--- src/rtl/scan_pkg.sv ---
// Shared types and sizing helpers for the scan-chain master.
package scan_pkg;

    typedef enum logic [2:0] {
        IDLE     = 3'd0,
        SHIFT    = 3'd1,
        UPDATE   = 3'd2,
        WAIT_RET = 3'd3,
        DONE     = 3'd4
    } state_t;

    localparam int unsigned NUM_IOS_DEF = 8;
    localparam int unsigned ADDR_W_DEF  = 8;
    localparam int unsigned FRAME_LEN   = ADDR_W_DEF + NUM_IOS_DEF;
    localparam int unsigned RET_CNT_W   = $clog2(FRAME_LEN + 2);

    function automatic int unsigned frame_len_f(input int unsigned addr_w, input int unsigned num_ios);
        return addr_w + num_ios;
    endfunction

    // Bits needed to hold the value max_val (never less than one).
    function automatic int unsigned cnt_w_f(input int unsigned max_val);
        return (max_val < 2) ? 1 : $clog2(max_val + 1);
    endfunction

endpackage

--- src/rtl/edge_sync.sv ---
// Synchronizes the returned scan clock and flags its rising edges; tdo rides an equal-length pipe.
module edge_sync (
    input  logic clk,
    input  logic reset,
    input  logic rtck,
    input  logic tdo,
    output logic rise_c,
    output logic tdo_s
);

    logic [2:0] rtck_q;
    logic [1:0] tdo_q;

    always_ff @(posedge clk) begin
        if (reset) begin
            rtck_q <= '0;
            tdo_q  <= '0;
        end else begin
            rtck_q <= {rtck_q[1:0], rtck};
            tdo_q  <= {tdo_q[0], tdo};
        end
    end

    // tdo_q[1] holds the data sampled alongside rtck_q[1].
    assign rise_c = rtck_q[1] & ~rtck_q[2];
    assign tdo_s  = tdo_q[1];

endmodule

--- src/rtl/scan_master.sv ---
// Shifts {addr, i_pins} out on a TCK/TMS/TDI chain and captures the returned project pins.
module scan_master
    import scan_pkg::*;
#(
    parameter int unsigned NUM_IOS = 8,
    parameter int unsigned ADDR_W  = 8,
    parameter int unsigned DIV     = 2,
    parameter int unsigned TIMEOUT = 256
) (
    input  logic               clk,
    input  logic               reset,
    input  logic               start,
    input  logic [ADDR_W-1:0]  addr,
    input  logic [NUM_IOS-1:0] i_pins,
    input  logic               rtck,
    input  logic               tdo,
    output logic               tck,
    output logic               tms,
    output logic               tdi,
    output logic               busy,
    output logic               done,
    output logic               err,
    output logic [NUM_IOS-1:0] o_pins
);

    localparam int unsigned FLEN  = frame_len_f(ADDR_W, NUM_IOS);
    localparam int unsigned RET_W = cnt_w_f(FLEN + 1);
    localparam int unsigned BIT_W = cnt_w_f(FLEN);
    localparam int unsigned DIV_W = cnt_w_f(DIV);
    localparam int unsigned TO_W  = cnt_w_f(TIMEOUT);

    state_t             state_q, state_d;
    logic [FLEN-1:0]    shreg_q, shreg_d;
    logic [NUM_IOS-1:0] cap_q, cap_d;
    logic [RET_W-1:0]   ret_q, ret_d;
    logic [TO_W-1:0]    to_q, to_d;
    logic [DIV_W-1:0]   div_q, div_d;
    logic [BIT_W-1:0]   bit_q, bit_d;
    logic               tck_d, tms_d, tdi_d, busy_d, done_d, err_d;
    logic [NUM_IOS-1:0] o_pins_d;
    logic               fin_c;
    logic               rise_c;
    logic               tdo_s;

    edge_sync u_edge_sync (
        .clk    (clk),
        .reset  (reset),
        .rtck   (rtck),
        .tdo    (tdo),
        .rise_c (rise_c),
        .tdo_s  (tdo_s)
    );

    always_ff @(posedge clk) begin
        if (reset) begin
            state_q <= IDLE;
            shreg_q <= '0;
            cap_q   <= '0;
            ret_q   <= '0;
            to_q    <= '0;
            div_q   <= '0;
            bit_q   <= '0;
            tck     <= 1'b0;
            tms     <= 1'b0;
            tdi     <= 1'b0;
            busy    <= 1'b0;
            done    <= 1'b0;
            err     <= 1'b0;
            o_pins  <= '0;
        end else begin
            state_q <= state_d;
            shreg_q <= shreg_d;
            cap_q   <= cap_d;
            ret_q   <= ret_d;
            to_q    <= to_d;
            div_q   <= div_d;
            bit_q   <= bit_d;
            tck     <= tck_d;
            tms     <= tms_d;
            tdi     <= tdi_d;
            busy    <= busy_d;
            done    <= done_d;
            err     <= err_d;
            o_pins  <= o_pins_d;
        end
    end

    always_comb begin
        state_d  = state_q;
        shreg_d  = shreg_q;
        cap_d    = cap_q;
        ret_d    = ret_q;
        to_d     = to_q;
        div_d    = div_q;
        bit_d    = bit_q;
        tck_d    = tck;
        tms_d    = tms;
        tdi_d    = tdi;
        busy_d   = busy;
        done_d   = 1'b0;
        err_d    = err;
        o_pins_d = o_pins;
        fin_c    = 1'b0;

        // Count returned edges for the whole frame; only the data window lands in cap.
        if (rise_c && (state_q != IDLE) && (ret_q != RET_W'(FLEN + 1))) begin
            ret_d = ret_q + RET_W'(1);
            if ((ret_q >= RET_W'(ADDR_W)) && (ret_q < RET_W'(FLEN))) begin
                cap_d = (cap_q << 1) | NUM_IOS'(tdo_s);
            end
        end

        case (state_q)
            IDLE: begin
                if (start) begin
                    shreg_d = {addr, i_pins};
                    cap_d   = '0;
                    ret_d   = '0;
                    div_d   = '0;
                    bit_d   = '0;
                    err_d   = 1'b0;
                    busy_d  = 1'b1;
                    tck_d   = 1'b0;
                    tms_d   = 1'b1;
                    tdi_d   = addr[ADDR_W-1];
                    state_d = SHIFT;
                end
            end
            SHIFT, UPDATE: begin
                if (div_q == DIV_W'(DIV - 1)) begin
                    div_d = '0;
                    tck_d = ~tck;
                    // Everything below happens on the tck falling edge.
                    if (tck) begin
                        if (state_q == UPDATE) begin
                            to_d    = '0;
                            state_d = WAIT_RET;
                        end else begin
                            shreg_d = shreg_q << 1;
                            if (bit_q == BIT_W'(FLEN - 1)) begin
                                tms_d   = 1'b0;
                                tdi_d   = 1'b0;
                                state_d = UPDATE;
                            end else begin
                                bit_d = bit_q + BIT_W'(1);
                                tdi_d = shreg_d[FLEN-1];
                            end
                        end
                    end
                end else begin
                    div_d = div_q + DIV_W'(1);
                end
            end
            WAIT_RET: begin
                if (ret_q == RET_W'(FLEN + 1)) begin
                    fin_c = 1'b1;
                end else if (to_q == TO_W'(TIMEOUT - 1)) begin
                    err_d = 1'b1;
                    fin_c = 1'b1;
                end else begin
                    to_d = to_q + TO_W'(1);
                end
                if (fin_c) begin
                    done_d  = 1'b1;
                    busy_d  = 1'b0;
                    state_d = DONE;
                    if (!err_d) begin
                        o_pins_d = cap_q;
                    end
                end
            end
            DONE: begin
                state_d = IDLE;
            end
            default: begin
                state_d = IDLE;
            end
        endcase
    end

endmodule
--- config.mk ---
export PLATFORM = sky130hd
export DESIGN_NAME = scan_master
export DESIGN_NICKNAME = d
export VERILOG_FILES = /design/src/rtl/scan_pkg.sv /design/src/rtl/edge_sync.sv /design/src/rtl/scan_master.sv
export SDC_FILE = /design/constraint.sdc
export NUM_CORES = 1
export LEC_CHECK = 0
export ABC_AREA = 0
export BUFFER_PORTS_ARGS = -buffer_cell sky130_fd_sc_hd__buf_2
export CORE_AREA = 2 2 77 79
export DETAILED_ROUTE_END_ITERATION = 10
export DIE_AREA = 0 0 79 81
export HOLD_SLACK_MARGIN = 0.15
export MAX_ROUTING_LAYER = met4
export PLACE_DENSITY = 0.82
export SLEW_MARGIN = 20
export SYNTH_ARGS = -nofsm -noshare
export SYNTH_HDL_FRONTEND = slang
export SYNTH_SLANG_ARGS = --single-unit
--- constraint.sdc ---
create_clock -name clk -period 3.6 [get_ports clk]
set_clock_uncertainty 0.15 [all_clocks]
set_input_delay 0.72 -clock clk [delete_from_list [all_inputs] [get_ports clk]]
set_output_delay 0.72 -clock clk [all_outputs]
set_load 0.02 [all_outputs]
==> impl_results.md, run 1 <==
* Status: complete, no violations
* DIE AREA at 6400 um^2
* Worst hold-check path type: reg2reg
* Total track usage at 18.9%
* Synth area leaders: dfxtp_1 (44%), mux2i_1 (12%), nor2_1 (5.9%)
* Drt pass-1 iters at 4
* CTS tree: done
* Final setup TNS at 0 ns
* Worst R2R Path Depth at 4
* Drt initial violations at 117
* Switching pwr at 0.000441 W
* Top_reg_cell synth: dfxtp_1
* FF-to-FF Start: state_q[2]$_SDFFE_PP0P_
* Worst slack, placed at 1.41 ns
* CP Class: reg2reg
* Max clock buf depth at 2
* Top Ports at 35
* Critical Path Fanout Max at 18
* CTS buffer count at 9
* Worst Hold Endpoint: u_edge_sync.tdo_q[1]$_SDFF_PP0_
* Int Pwr at 0.00120 W
* Switch share at 26.9%
* Register area share after synthesis at 43.9%
* DR vias at 2281
* Clock power frac at 35.2%
* Max cap viols at 0
* Core Region at 5680 um^2
* Fin crit share at 61.1%
* # DRC at 0
* Syn Nets at 346
* Dominant cell type by area after synthesis: dfxtp_1
* Setup Buffers After CTS at 0
* Fmax at 0.454 GHz
* Filler Cell Count at 499
* Syn Inst Count at 318
* Post_cts resized at 0
* Post-synth ARST share at 0%
* Die Ht at 81 um
* Row count at 28
* Ant diodes at 0
* Die X at 79 um
* Number of synthesized flops with an enable pin at 0
* Final Util at 59.8%
* Hold path start: u_edge_sync.tdo_q[0]$_SDFF_PP0_
* Clk sinks at 66
* Layout cells sized above 1 at 18.6%
* First-pass GRT wire length at 9.14 mm
* Post-DP HPWL at 3.76 mm
* Vias per cell at 5.37
* Power per cell area at 484 nW/um^2
* Clock-pin slew on the worst setup and hold paths at 0.07 ns
* Global placer's final weighted congestion at 0.782
* Final Hold Viols at 0
* Relative slew margins at 46.8%
* Starting Density at 53.0%
* WP data required at 3.66 ns
* Sequential power share at 49.5%
* Reg-to-Reg End: cap_q[4]$_SDFF_PP0_
* Max VDD drop at 267 uV
* Htree depth at 3
* Leak at 1.34 nW
* Root Buffer: clkbuf_8
* Routed len/inst at 12.7 um
* Cell Area, Synth at 3010 um^2
* Yosys cell types at 46
* Final Max Tran Viols at 0
* Vias in the first global route at 2048
* Initial antenna violation count at 0
* Startpoint Class: flip-flop
* Commonest non-fill, non-tap cell in the layout: dfxtp_1
* Worst endpoint data arrival time at 2.26 ns
* Largest net degree at the start of global routing at 32
* Placed Instances at 410
* Antenna Nets Post-Route at 0
* Setup slack, reg-to-reg at 1.40 ns
* Design Area, Final at 3390 um^2
* Fin crit period at 2.20 ns
* Syn Area/Cell at 9.46 um^2
* Final WL at 5.39 mm
* Synthesized flop and latch total at 66
* Comb pwr share at 15.3%
* Finish-stage setup viols at 0
* Post-synth top area share at 43.9%
* Hold path depth at 1
* Placed instance area at 3200 um^2
* Worst Setup End Kind: flip-flop
* Measured slew at the worst slew-check pin at 0.798 ns
* Total gr overflow at 0
* Fin nets at 374
* Post-CTS Hold Fix Bufs at 0
* Leading cell types in the layout, fill and taps excluded: dfxtp_1 (66), nor2_1 (47), mux2i_1 (36)
* Port Buf Inserts at 34
* Layout area overhead at 12.8%
* Setup ws final at 1.40 ns
* RSZ-0062 raised after global routing: false
* YS warnings at 0
* Final Non-Filler Cells at 425
* Clock latency on the worst-skew pair at 0.34 ns
## power groups by stage
| stage | combinational [W] | sequential, W | clock [W] |
|---|---|---|---|
| floorplan | 0.000217 | 0.000816 | 0 |
| global route | 0.000281 | 0.000818 | 0.000626 |
| detailed placement | 0.000251 | 0.000828 | 0 |
| CTS | 0.000252 | 0.000812 | 0.000593 |
| finish | 0.000251 | 0.000812 | 0.000578 |
| global placement | 0.000246 | 0.000825 | 0 |
## synth_stat cells, types with 2 or more instances
cell type	n
and4b_1	2
inv_1	7
nor4_1	3
xnor2_1	2
and3b_1	3
or3_1	4
a211oi_2	6
buf_4	2
nand2b_1	10
clkbuf_1	8
and3_1	2
buf_2	8
xor2_1	3
nand3b_1	3
a21oi_1	14
nor2b_1	8
nand2_1	14
nor3_1	7
dfxtp_1	66
mux2i_1	36
a31oi_1	4
o31ai_1	2
a211oi_1	13
o21ai_0	4
ha_1	7
and2_1	3
nor2_1	47
nand4_1	3
nor4bb_1	2
nand3_1	9
## logic make-up after synthesis
family                     synth area share, %
AOI/OAI and AO/OA                         11.2
xor gates and xnor gates                  2.00
adders and majority gates                 2.91
buffers and inverters                     4.08
DFF                                       43.9
muxes                                     12.4
and+or+nand+nor                           23.5
## sequential cells by signal, summed over array words and instances, names as in the netlist, 2 cells and up
register            flops
shreg_q                15
cap_q                   8
o_pins                  8
u_edge_sync.tdo_q       2
ret_q                   5
u_edge_sync.rtck_q      3
state_q                 3
div_q                   2
bit_q                   5
to_q                    9
## cell type report
class	count	area, um^2	share of cell area (%)
multi-input cells	226	1580	46.5
flip-flops and latches	66	1320	39.0
repair buffers	36	185	5.46
clock buffers	13	179	5.27
well taps	75	93.8	2.77
inverters	7	26.3	0.775
clock inverters	2	10.0	0.295
## routing by layer
metal  up-vias  track usage (%)  share of wire (%)
li1       1175                -                  -
met1      1061             22.5                 47
met2        38             30.3                 48
met3         7             4.33                3.4
met4         0             9.31                1.8
met5         -                -                  0
## through the flow
step                      power [W]  hold slack, ns
after floorplan             0.00103           0.264
after global placement      0.00107           0.272
after detailed placement    0.00108           0.281
after CTS                   0.00166           0.297
after global routing        0.00172           0.313
final                       0.00164           0.292
## critical path, stage by stage (launching register included)
cell     delay, ns
dfxtp_1       0.84
or3_1         0.28
and4b_1       0.50
mux2i_1       0.26
nor2_1        0.06
## how the worst max path moves through the flow
stage,from,to,cells after the start
after floorplan,bit_q[0]$_SDFFE_PP0P_,bit_q[3]$_SDFFE_PP0P_,7
after global placement,state_q[2]$_SDFFE_PP0P_,cap_q[7]$_SDFF_PP0_,4
after detailed placement,reset,to_q[7]$_SDFFE_PP0P_,4
after CTS,state_q[2]$_SDFFE_PP0P_,cap_q[4]$_SDFF_PP0_,4
after global routing,state_q[2]$_SDFFE_PP0P_,cap_q[5]$_SDFF_PP0_,4
final,state_q[2]$_SDFFE_PP0P_,cap_q[4]$_SDFF_PP0_,4
Power figures use the tool's default switching activity.
==> run 2: changes to the inputs <==
CORE_AREA = 2 2 80 82   (was 2 2 77 79)
DIE_AREA = 0 0 82 84   (was 0 0 79 81)
PLACE_DENSITY = 0.8   (was 0.82)
clock period = 2 ns   (was 3.6 ns; I/O delays follow)
==> impl_results.md, run 2 (synthesized netlist as in run 1, its figures left out) <==
* Clock latency on the worst-skew pair at 0.35 ns (about the same)
* Die Ht at 84 um (+3.7%)
* Crit-path max cell delay at 0.38 ns (-0.46 ns)
* Clk sinks at 66 (unchanged)
* DR vias at 2361 (+3.5%)
* DIE AREA at 6890 um^2 (+7.6%)
* CTS buffer count at 9 (unchanged)
* Fin nets at 390 (+4.3%)
* Launch point of the worst path: bit_q[0]$_SDFFE_PP0P_
* Ant diodes at 0 (unchanged)
* Drt pass-1 iters at 4 (unchanged)
* WP depth at 7 (+3)
* Vias in the first global route at 2244 (+9.6%)
* Hold slack at 0.193 ns (-0.0989 ns)
* Htree depth at 3 (unchanged)
* Largest Register: shreg_q
* Row count at 29 (+3.6%)
* Power per cell area at 829 nW/um^2 (+71%)
* Leak at 1.43 nW (+6.6%)
* Top Ports at 35 (unchanged)
* WP buf/inv at 0 (unchanged)
* Drt initial violations at 138 (+18%)
* Starting Density at 49.3% (-3.7 points)
* Critical-path cell list: ha_2 -> and3_4 -> ha_4 -> nor3_4 -> a31oi_4 -> or3_4 -> a21oi_2
* Post-DP HPWL at 3.94 mm (+4.9%)
* Routed len/inst at 13.2 um (+3.8%)
* First-pass GRT wire length at 9.58 mm (+4.8%)
* CP Class: reg2reg
* Max reg flops at 15 (unchanged)
* FF-to-FF Start: bit_q[0]$_SDFFE_PP0P_
* Worst hold-check path type: in2reg
* Placed Instances at 423 (+3.2%)
* Placed instance area at 3300 um^2 (+3.0%)
* CP top delay family: simple AND/OR/NAND/NOR gates
* Worst path slowest cell: or3_4
* Worst Setup End Kind: flip-flop
* Commonest non-fill, non-tap cell in the layout: dfxtp_1
* Hold path start: addr[7]
* Final Hold Viols at 0 (unchanged)
* Die X at 82 um (+3.8%)
* Port Buf Inserts at 34 (unchanged)
* Top flop regs: shreg_q: 15 flops, to_q: 9 flops
* Antenna Nets Post-Route at 0 (unchanged)
* Design Area, Final at 3670 um^2 (+8.1%)
* Core Region at 6100 um^2 (+7.4%)
* Relative slew margins at 68.3% (+22 points)
* Max clock buf depth at 2 (unchanged)
* Final Non-Filler Cells at 444 (+4.5%)
* Root Buffer: clkbuf_8
* Final WL at 5.84 mm (+8.4%)
* Worst R2R Path Depth at 7 (+3)
* Global placer's final weighted congestion at 0.816 (+4.3%)
* Worst slack, placed at -0.0491 ns (-1.46 ns)
* Max cap viols at 0 (unchanged)
* Startpoint Class: flip-flop
* Setup ws final at 0.0637 ns (-1.34 ns)
* Fin crit period at 1.94 ns (-0.264 ns)
* Clock-pin slew on the worst setup and hold paths at 0.07 ns (about the same)
* Initial antenna violation count at 0 (unchanged)
* Critical Path Fanout Max at 5 (-13)
* Total track usage at 18.2% (-0.63 points)
* Worst endpoint data arrival time at 2.07 ns (-0.19 ns)
* Fin crit share at 96.8% (+36 points)
* Final Max Tran Viols at 0 (unchanged)
* # DRC at 0 (unchanged)
* Layout cells sized above 1 at 27.5% (+8.9 points)
* Largest net degree at the start of global routing at 32 (unchanged)
* Measured slew at the worst slew-check pin at 0.475 ns (-0.323 ns)
* Fmax at 0.516 GHz (+14%)
* Finish-stage setup viols at 0 (unchanged)
* Total gr overflow at 0 (unchanged)
* WP data required at 2.13 ns (-1.53 ns)
* Layout area overhead at 21.9%
* Status: complete, no violations
* CTS tree: done
* Max VDD drop at 373 uV (+40%)
* Vias per cell at 5.32 (-0.92%)
* Hold path depth at 3 (+2)
* Leading cell types in the layout, fill and taps excluded: dfxtp_1 (61), nor2_1 (47), mux2i_1 (36)
run 2: timing repair:
item	in CTS	in global routing
gates cloned	0	0
setup endpoints to repair	3	13
pin swaps	0	6
gates resized for setup	2	31
hold buffers	3	0
setup buffers	0	2
hold endpoints to repair	3	0
run 2: per-layer routing:
metal	share of wire [%]	track usage [%]
met5	0	-
met1	47	21.2
met2	48	28.3
met4	2.2	10.9
met3	2.9	4.00
run 2: worst reg2reg max path, delay by kind of cell, from the launching register on:
family                     cells  cell delay (ns)
AOI/OAI and AO/OA              2             0.25
adders and majority gates      2             0.36
DFF                            1             0.33
and+or+nand+nor                3             0.78
run 2: final cells by class:
class / count / area, um^2
Clock inverter: 3 / 40.0
Multi-Input combinational cell: 226 / 1710
Timing Repair Buffer: 52 / 325
Fill cell: 524 / 2430
Sequential cell: 66 / 1330
Clock buffer: 13 / 139
Inverter: 7 / 26.3
Tap cell: 77 / 96.3
run 2: power breakdown:
group | total (W) | switching, W | internal [W]
registers | 0.00145 | 0.0000626 | 0.00139
logic | 0.000528 | 0.000289 | 0.000239
clock network | 0.00106 | 0.000487 | 0.000574
run 2: per-stage QoR:
stage                     util (%)  setup TNS (ns)  total power [W]
after detailed placement      54.1         -0.0769          0.00197
after global routing          60.2         -0.0171          0.00319
after CTS                     57.7               0          0.00304
after global placement        54.1               0          0.00196
after floorplan                  -               0          0.00186
final                         60.2               0          0.00304
run 2: final timing paths:
kind | end | slack (ns)
max | bit_q[3]$_SDFFE_PP0P_ | 0.06
min | tdi$_SDFFE_PP0P_ | 0.19
max reg2reg | bit_q[3]$_SDFFE_PP0P_ | 0.06
min reg2reg | u_edge_sync.tdo_q[1]$_SDFF_PP0_ | 0.29
==> run 3: changes to the inputs <==
CAP_MARGIN = 0   (was not set)
CORE_AREA = 2 2 89 74   (was 2 2 80 82)
DIE_AREA = 0 0 91 76   (was 0 0 82 84)
SETUP_SLACK_MARGIN = 0.02   (was not set)
==> impl_results.md, run 3 (synthesized netlist as in run 1, its figures left out) <==
* # DRC at 0 (unchanged)
* Leading cell types in the layout, fill and taps excluded: dfxtp_1 (63), nor2_1 (47), mux2i_1 (36)
* Worst path slowest cell: dfxtp_1
* Drt initial violations at 92 (-33%)
* Top Ports at 35 (unchanged)
* Storage cell area at 1330 um^2 (-0.19%)
* CP top delay family: adder cells
* Leak at 1.46 nW (+2.2%)
* Max cap viols at 0 (unchanged)
* WP buf/inv at 1 (+1)
* First-pass GRT wire length at 10.3 mm (+7.3%)
* Vias per cell at 5.26 (-1.0%)
* Final WL at 5.99 mm (+2.5%)
* DIE AREA at 6920 um^2 (+0.41%)
* Total track usage at 18.9% (+0.64 points)
* Routed len/inst at 13.2 um (+0.27%)
* Fmax at 0.528 GHz (+2.3%)
* Post-DP HPWL at 4.14 mm (+5.1%)
* Clock latency on the worst-skew pair at 0.34 ns (about the same)
* Top flop regs: shreg_q: 15 flops, to_q: 9 flops
* Crit-path max cell delay at 0.35 ns (-0.03 ns)
* Layout area overhead at 23.4%
* Relative slew margins at 68.0% (-0.34 points)
* Htree depth at 3 (unchanged)
* Filler Cell Count at 548 (+4.6%)
* Clk sinks at 66 (unchanged)
* Global placer's final weighted congestion at 0.869 (+6.5%)
* CP Class: reg2reg
* Worst endpoint data arrival time at 1.97 ns (-0.10 ns)
* CTS tree: done
* Vias in the first global route at 2356 (+5.0%)
* DR vias at 2390 (+1.2%)
* Hold slack at 0.217 ns (+0.0232 ns)
* Port Buf Inserts at 34 (unchanged)
* Worst Setup End Kind: flip-flop
* Largest net degree at the start of global routing at 32 (unchanged)
* Final Hold Viols at 0 (unchanged)
* Final Non-Filler Cells at 454 (+2.3%)
* WP data required at 2.08 ns (-0.05 ns)
* Clock-pin slew on the worst setup and hold paths at 0.07 ns (about the same)
* Fin crit period at 1.89 ns (-0.0433 ns)
* Ant diodes at 0 (unchanged)
* Fin nets at 393 (+0.77%)
* Max reg flops at 15 (unchanged)
* Final setup TNS at 0 ns (unchanged)
* Die Ht at 76 um (-9.5%)
* Placed Instances at 434 (+2.6%)
* CTS buffer count at 9 (unchanged)
* Startpoint Class: flip-flop
* Die X at 91 um (+11%)
* RSZ-0062 raised after global routing: false
* Antenna Nets Post-Route at 0 (unchanged)
* Row count at 26 (-10%)
* Total gr overflow at 0 (unchanged)
* Measured slew at the worst slew-check pin at 0.480 ns (+0.00509 ns)
* Commonest non-fill, non-tap cell in the layout: dfxtp_1
* Max clock buf depth at 2 (unchanged)
* Critical-path cell list: ha_1 -> and3_1 -> ha_2 -> buf_4 -> a31oi_1 -> a21oi_1 -> mux2_2
* Power per cell area at 852 nW/um^2 (+2.7%)
* Starting Density at 49.2% (-0.16 points)
* Multi-input logic area at 1690 um^2 (-1.2%)
* Drt pass-1 iters at 4 (unchanged)
* Final Max Tran Viols at 0 (unchanged)
* Initial antenna violation count at 0 (unchanged)
* Largest Register: shreg_q
* Layout cells sized above 1 at 28.1% (+0.59 points)
* Critical Path Fanout Max at 3 (-2)
* Max VDD drop at 661 uV (+78%)
* Core Region at 6120 um^2 (+0.33%)
* Worst hold-check path type: in2reg
* Root Buffer: clkbuf_8
* Status: complete, no violations
* Finish-stage setup viols at 0 (unchanged)
* Fin crit share at 94.6% (-2.2 points)
run 3: cell types whose count changed in the layout (fill, tap and decap cells not counted), sizes merged:
cell / previous run / this run
buf: 49 / 52
clkinv: 2 / 3
clkbuf: 13 / 12
run 3: worst reg2reg max path, cell delays in order, from the launching register on:
cell and delay, ns:
dfxtp_1 0.35, ha_1 0.17, and3_1 0.18, ha_2 0.21
buf_4 0.12, a31oi_1 0.09, a21oi_1 0.16, mux2_2 0.34
run 3: through the flow:
| step | worst slack [ns] | total power, W | area [um^2] | util, % |
|---|---|---|---|---|
| 2_1_floorplan | 0.112 | 0.00186 | 3010 | - |
| 3_3_place_gp | 0.0153 | 0.00198 | 3340 | 54.6 |
| 3_5_place_dp | -0.0197 | 0.00199 | 3340 | 54.6 |
| 4_1_cts | 0.0119 | 0.00318 | 3610 | 59.0 |
| 5_1_grt | 0.0179 | 0.00332 | 3710 | 60.7 |
| 6_report | 0.107 | 0.00316 | 3710 | 60.7 |
run 3: power by group:
part / internal (W) / leakage (nW) / total, W / switching, W
Sequential: 0.00139 / 0.539 / 0.00145 / 0.0000603
Combinational: 0.000252 / 0.812 / 0.000543 / 0.000291
Clock: 0.000675 / 0.112 / 0.00117 / 0.000492
Total: 0.00232 / 1.46 / 0.00316 / 0.000843
run 3: final timing paths:
kind	startpoint	cells past startpoint	slack, ns	endpoint
max	bit_q[1]$_SDFFE_PP0P_	7	0.11	state_q[1]$_SDFFE_PP0P_
min	addr[7]	3	0.22	tdi$_SDFFE_PP0P_
max reg2reg	bit_q[1]$_SDFFE_PP0P_	7	0.11	state_q[1]$_SDFFE_PP0P_
min reg2reg	u_edge_sync.tdo_q[0]$_SDFF_PP0_	1	0.29	u_edge_sync.tdo_q[1]$_SDFF_PP0_
run 3: layout make-up:
type                       instances  share of cell area, %
multi-input combinational        226                   45.6
sequential                        66                   35.7
timing repair buffer              55                   9.37
clock buffer                      12                   4.45
tap                               84                   2.83
clock inverter                     4                   1.31
inverter                           7                  0.708
run 3: timing repair:
item / in CTS / in global routing
gates resized for setup: 4 / 24
hold buffers: 3 / 0
endpoints found under the setup margin: 11 / 33
pin swaps: 0 / 3
hold endpoints to repair: 3 / 0
buffers inserted: 0 / 1
cloned: 0 / 0
run 3: metal layers:
layer  vias up  part of all wire [%]  GRT usage [%]
met4         0                   1.1           6.21
met2        43                    48           29.7
met3         5                   4.0           5.93
met5         -                     0              -
met1      1125                    47           23.2
li1       1217                     -              -
